## src/rtl/uart_cmd_ctrl.sv

```systemverilog
// UART byte-frame command controller: decodes write/read frames into register-file
// strobes and returns read data as one byte on the transmit path.
module uart_cmd_ctrl #(
  parameter int                    DATA_WIDTH = 8,
  parameter int                    ADDR_WIDTH = 4,
  parameter logic [DATA_WIDTH-1:0] CMD_WR     = 8'hAA,
  parameter logic [DATA_WIDTH-1:0] CMD_RD     = 8'hBB
) (
  input  logic                  CLK,
  input  logic                  rst_n,
  input  logic [DATA_WIDTH-1:0] RX_P_DATA,
  input  logic                  RX_DATA_VALID,
  input  logic                  PAR_ERR,
  input  logic                  STP_ERR,
  input  logic                  TX_Busy,
  output logic [DATA_WIDTH-1:0] TX_P_DATA,
  output logic                  TX_DATA_VALID,
  output logic                  WrEn,
  output logic                  RdEn,
  output logic [ADDR_WIDTH-1:0] Address,
  output logic [DATA_WIDTH-1:0] WrData,
  input  logic [DATA_WIDTH-1:0] RdData,
  input  logic                  RdData_Valid
);

  typedef enum logic [2:0] {
    IDLE,
    WR_ADDR,
    WR_DATA,
    RD_ADDR,
    RD_WAIT,
    TX_SEND
  } state_t;

  state_t state, state_nxt;

  logic                  accepted;
  logic                  rx_err;
  logic [DATA_WIDTH-1:0] tx_data_nxt;
  logic                  tx_valid_nxt;
  logic                  wr_en_nxt;
  logic                  rd_en_nxt;
  logic [ADDR_WIDTH-1:0] addr_nxt;
  logic [DATA_WIDTH-1:0] wr_data_nxt;

  assign accepted = RX_DATA_VALID & ~PAR_ERR & ~STP_ERR;
  assign rx_err   = RX_DATA_VALID & (PAR_ERR | STP_ERR);

  // State and all outputs share one register stage so every output is registered.
  always_ff @(posedge CLK or negedge rst_n) begin
    if (!rst_n) begin
      state         <= IDLE;
      TX_P_DATA     <= '0;
      TX_DATA_VALID <= 1'b0;
      WrEn          <= 1'b0;
      RdEn          <= 1'b0;
      Address       <= '0;
      WrData        <= '0;
    end else begin
      state         <= state_nxt;
      TX_P_DATA     <= tx_data_nxt;
      TX_DATA_VALID <= tx_valid_nxt;
      WrEn          <= wr_en_nxt;
      RdEn          <= rd_en_nxt;
      Address       <= addr_nxt;
      WrData        <= wr_data_nxt;
    end
  end

  always_comb begin
    state_nxt = state;
    unique case (state)
      IDLE: begin
        if (accepted && RX_P_DATA == CMD_WR)      state_nxt = WR_ADDR;
        else if (accepted && RX_P_DATA == CMD_RD) state_nxt = RD_ADDR;
      end
      WR_ADDR: begin
        if (rx_err)        state_nxt = IDLE;
        else if (accepted) state_nxt = WR_DATA;
      end
      WR_DATA: begin
        if (rx_err || accepted) state_nxt = IDLE;
      end
      RD_ADDR: begin
        if (rx_err)        state_nxt = IDLE;
        else if (accepted) state_nxt = RD_WAIT;
      end
      RD_WAIT: begin
        if (RdData_Valid) state_nxt = TX_SEND;
      end
      TX_SEND: begin
        if (!TX_Busy) state_nxt = IDLE;
      end
      default: state_nxt = IDLE;
    endcase
  end

  // Next-value logic for the registered outputs; data registers hold by default.
  always_comb begin
    tx_data_nxt  = TX_P_DATA;
    tx_valid_nxt = 1'b0;
    wr_en_nxt    = 1'b0;
    rd_en_nxt    = 1'b0;
    addr_nxt     = Address;
    wr_data_nxt  = WrData;
    unique case (state)
      WR_ADDR: begin
        if (accepted) addr_nxt = RX_P_DATA[ADDR_WIDTH-1:0];
      end
      WR_DATA: begin
        if (accepted) begin
          wr_data_nxt = RX_P_DATA;
          wr_en_nxt   = 1'b1;
        end
      end
      RD_ADDR: begin
        if (accepted) begin
          addr_nxt  = RX_P_DATA[ADDR_WIDTH-1:0];
          rd_en_nxt = 1'b1;
        end
      end
      RD_WAIT: begin
        if (RdData_Valid) tx_data_nxt = RdData;
      end
      TX_SEND: begin
        if (!TX_Busy) tx_valid_nxt = 1'b1;
      end
      default: ;
    endcase
  end

endmodule

```

## config.mk

```make
export PLATFORM = sky130hd
export DESIGN_NAME = uart_cmd_ctrl
export DESIGN_NICKNAME = d
export VERILOG_FILES = /design/src/rtl/uart_cmd_ctrl.sv
export SDC_FILE = /design/constraint.sdc
export NUM_CORES = 1
export LEC_CHECK = 0
export ABC_CLOCK_PERIOD_IN_PS = 4620
export BUFFER_PORTS_ARGS = -buffer_cell sky130_fd_sc_hd__buf_2
export CAP_MARGIN = 20
export CORE_MARGIN = 2
export CORE_UTILIZATION = 25
export CTS_BUF_LIST = sky130_fd_sc_hd__clkbuf_4 sky130_fd_sc_hd__clkbuf_8
export CTS_CLUSTER_DIAMETER = 50
export DETAILED_ROUTE_END_ITERATION = 10
export SLEW_MARGIN = 25
export SYNTH_ARGS = -nofsm -noshare
export SYNTH_HDL_FRONTEND = slang
export SYNTH_SLANG_ARGS = --single-unit
export TNS_END_PERCENT = 5
```

## constraint.sdc

```tcl
create_clock -name CLK -period 4.62 [get_ports CLK]
set_clock_uncertainty 0.15 [all_clocks]
set_input_delay 0.693 -clock CLK [delete_from_list [all_inputs] [get_ports CLK]]
set_output_delay 0.693 -clock CLK [all_outputs]
set_load 0.01 [all_outputs]
```

# [Word level (Yosys, flattened, before mapping)]
# Index checks and enable logic that the tools add are counted.
[word_totals] output_inout_bits=23 register_bits=26 inputBits=23 elab_cells=50
[classes] eq_ne=13 bitwise=6 n_reduce_logical=9 mux=15
[op_table] op="$mux W3" count=9
[op_table] op="$pmux W3 S6" count=1
[op_table] op="$eq A8 B8 Y1 const B" count=2
[op_table] op="$ne A3 B3 Y1 const B" count=3
[op_table] op="$eq A3 B2 Y1 const B" count=2
[op_table] op="$eq A3 B3 Y1 const B" count=2
[op_table] op="$ne A2 B2 Y1 const B" count=3
[op_table] op="$reduce_and A2 Y1" count=3
[op_table] op="$reduce_and A6 Y1" count=1
[op_table] op="$mux W1" count=5
[op_table] op="$and A1 B1 Y1" count=3
[op_table] op="$eq A3 B1 Y1 const B" count=1
[op_table] op="$logic_not A3 Y1" count=1
[op_table] op="$logic_and A1 B1 Y1" count=2
[op_table] op="$not A1 Y1" count=2
[op_table] op="$reduce_or A2 Y1" count=1
[op_table] op="$logic_or A1 B1 Y1" count=1
[op_table] op="$or A1 B1 Y1" count=1

# [Logic depth before layout (Yosys ltp)]
[depth] word_depth=7 ltp_mapped=5 ltp_nobuf=4

# [Least setup slack after synthesis]
# Ideal clock, no wire load.
[synth_timing] path_kind="input -> register" startpoint="input port STP_ERR" endpoint="register WrData[0]" path_stages=3 t_required_ps=4345 t_arrival_ps=1451 path_slack_ps=2895 n_path_buf=0 path_cell_list="nor3b_4 nand3_2 mux2_2"
[synth_between] elab_chain_cells=3
[synth_lines] item="start: declaration" line="14" source="input logic STP_ERR,"
[synth_lines] item="$not A1 Y1" line="46" source="assign accepted = RX_DATA_VALID & ~PAR_ERR & ~STP_ERR;"
[synth_lines] item="$and A1 B1 Y1" line="46"
[synth_lines] item="$reduce_and A2 Y1 (no source line)"
[synth_lines] item="end signal: assignment" line="66" source="WrData <= wr_data_nxt;"
[synth_lines] item="end: declaration" line="21" source="output logic [DATA_WIDTH-1:0] WrData,"
# Every way passes these cells.
# A chain may end at the register's enable or synchronous reset.

# [Worst setup path after layout]
[layout_timing] startpoint="input port RX_P_DATA[2]" endpoint="register state[0]"
[layout_between] elab_chain_cells=4
[layout_lines] item="start: declaration" line="11" source="input logic [DATA_WIDTH-1:0] RX_P_DATA,"
[layout_lines] item="$eq A8 B8 Y1, on equally long branches" line="74, 75"
[layout_lines] item="$logic_and A1 B1 Y1, on equally long branches" line="74, 75"
[layout_lines] item="$ne A3 B3 Y1 (no source line) or $mux W3 (tied branches)"
[layout_lines] item="$reduce_and A6 Y1 (no source line) or $pmux W3 S6 (tied branches)"
[layout_lines] item="end signal: assignment" line="60" source="state <= state_nxt;"
[layout_lines] item="end: declaration" line="35" source="state_t state, state_nxt;"
# Parallel ways exist; a longest one is shown, timed or not.

==> impl_metrics.csv <==
group,metric,value,unit
yosys,synth_cell_types,27,
power,clockPowerShare,32.3,%
global_routing,grt-ovfl-total,0,
global_routing,grt_pass1_wl,3900,um
clock_network,post_cts.repair.setup_buffers,0,
yosys,syn-num-nets,102,
drt,totalWireLength,2440,um
layout,area_growth,30.9,%
yosys,synth_top_area_share,59.0,%
sta,fmax,529,MHz
power,p_per_area,395,nW/um^2
clock_network,cts_tree,"done",
die,core,4290,um^2
sta,period_minus_slack,1890,ps
die,die_w,70.4,um
worst_setup_path,required,4630,ps
layout,final_common_cell,"buf_2",
sta,setup_violations,0,
clock_network,cts_hold_buf,0,
yosys,avgSynthCellArea,14.0,um^2
sta,tightest_slew,575,ps
sta,hold_ws,265,ps
worst_setup_path,path_class,"in -> reg",
sta,slew_headroom,61.7,%
layout,final_cell_mix,"buf_2 (45), dfrtp_1 (26), mux2_2 (21), nor2_1 (4)",
drt,antenna_left,0,
drt,drc,0,
yosys,yosysWarnings,0,
placed_design,dp_hpwl,1920,um
drt,firstDrtPassIters,4,
worst_setup_path,path_max_fanout,3,
die,ioPinCount,46,
power,switching_power,0.140,mW
placed_design,placed_area,1370,um^2
sta,period_share,41.0,%
die,die_area,4960,um^2
power,irDropWorstVdd,0.000105,V
power,p_leak,0.782,nW
drt,vias,793,
worst_setup_path,startpoint_type,"primary input",
clock_network,htree_num_levels,1,
yosys,netlist_area,1100,um^2
clock_network,postCtsResizedCells,0,
worst_hold_path,hp-class,"in -> async",
clock_network,clock_latency,260,ps
clock_network,cts_buffers,3,
power,finalPower,0.570,mW
die,rows,24,
yosys,yosys-top-cells-area,"dfrtp_1 (59%), mux2_2 (21%), nor3b_1 (2.0%)",
die,initial_core_util,25.7,%
yosys,synth_cells,79,
power,combPwrFrac,18.9,%
yosys,ys_seq_area_share,59.0,%
layout,final_nets,148,
power,switching_share,24.6,%
global_routing,grt_usage,9.84,%
drt,wl_per_cell,13.9,um
placed_design,gp_congestion,0.764,
layout,stdcell_area,1440,um^2
sta,rsz0062_at_grt,"no",
yosys,ys_ff_latch,26,
drt,drtIter0Drc,25,
global_routing,grt_pass1_vias,839,
power,seq_power_share,48.9,%
clock_network,clock_sinks,26,
clock_network,cts.path.max_buffers,2,
sta,hold_viol,0,
clock_network,cts_root_buf,"clkbuf_8",
sta,setup_tns,0,ps
drt,via_per_inst,4.51,
clock_network,clk_pin_slew_worst_paths,90,ps
global_routing,antenna_found_initial,0,
sta,drv_slew,0,
yosys,synth.largest_area_cell,"dfrtp_1",
layout,drive_gt1_share,58.9,%
run_status,outcome,"finished clean",
power,p_int,0.430,mW
worst_setup_path,cp_data_arrival_time,1900,ps
global_routing,grt_max_degree,27,
worst_setup_path,end_kind,"register",
placed_design,port_buffers,45,
die,die_y,70.4,um
layout,utilization,33.6,%
job,maxCapViolations,0,
layout,num_antenna_cells,0,
final cells by class:
type	count	area, um^2
fill	438	2850
multi-input combinational	47	423
clock buffer	3	41.3
tap	52	65.1
inverter	2	7.51
timing repair buffer	45	225
clock inverter	1	30.0
sequential	26	651
critical path: stages:
cell      delay [ps]
buf_2            120
nand4b_1         180
nor3b_1          450
nand4_1          180
o41ai_1          280
sequential cells by signal (all words and copies together) (netlist names):
signal,flops
Address,4
RdEn,1
TX_DATA_VALID,1
TX_P_DATA,8
WrData,8
WrEn,1
state,3
synthesized netlist by cell type:
master,n
a21o_1,1
o211ai_1,1
o32ai_1,1
mux2_2,21
clkbuf_1,1
a21oi_1,1
inv_1,2
nand3_2,1
nand2b_1,1
and3_1,1
xnor2_1,1
dfrtp_1,26
buf_4,1
nor3b_4,1
nand2_1,1
o41ai_1,1
nor2_1,4
clkbuf_2,1
buf_2,1
nor2b_1,2
a31o_2,1
nand3b_1,1
nor3b_1,3
nand4_1,1
a41oi_1,1
nand4b_1,1
nor3_1,1
routing by layer:
layer  part of all wire (%)  global-route usage (%)  up-vias
met4                      0                    2.78        0
met3                    7.9                    2.74        0
li1                       -                       -      375
met5                      0                       0        -
met2                     52                    17.6       32
met1                     40                    11.4      386
power by group through the flow:
stage               registers (mW)  logic (mW)  clock network (mW)
finish                       0.279       0.107               0.184
global route                 0.283       0.119               0.200
CTS                          0.279       0.109               0.191
detailed placement           0.284       0.109                   0
global placement             0.283       0.105                   0
floorplan                    0.291      0.0439                   0
stage by stage:
| step | instances | setup slack (ps) |
|---|---|---|
| finish | 176 | 2730 |
| global route | 176 | 2630 |
| CTS | 176 | 2700 |
| detailed placement | 172 | 2450 |
| global placement | 172 | 2530 |
| floorplan | 79 | 2890 |
path summary, 6_finish.rpt:
kind	end	slack, ps	cells after the start	start
worst max-delay path	state[0]$_DFFE_PN0P_	2730	5	RX_P_DATA[2]
min in group CLK	TX_P_DATA[4]$_DFFE_PN0P_	360	1	TX_P_DATA[4]$_DFFE_PN0P_
max in group asynchronous	RdEn$_DFF_PN0_	3680	1	rst_n
worst min register to register	TX_P_DATA[4]$_DFFE_PN0P_	360	1	TX_P_DATA[4]$_DFFE_PN0P_
worst min-delay path	TX_P_DATA[7]$_DFFE_PN0P_	260	1	rst_n
worst max register to register	TX_P_DATA[5]$_DFFE_PN0P_	2790	3	state[0]$_DFFE_PN0P_
cell families (layout without fill, tap and decap cells):
| family | after synthesis | in the layout | synth area share, % |
|---|---|---|---|
| AO/OA/AOI/OAI | 7 | 7 | 4.99 |
| XOR/XNOR | 1 | 1 | 0.795 |
| buffers and inverters | 6 | 51 | 2.61 |
| flip-flops | 26 | 26 | 59.0 |
| multiplexers | 21 | 21 | 21.5 |
| AND/OR/NAND/NOR | 18 | 18 | 11.1 |
Note: power is estimated with default switching activity, not from simulation.
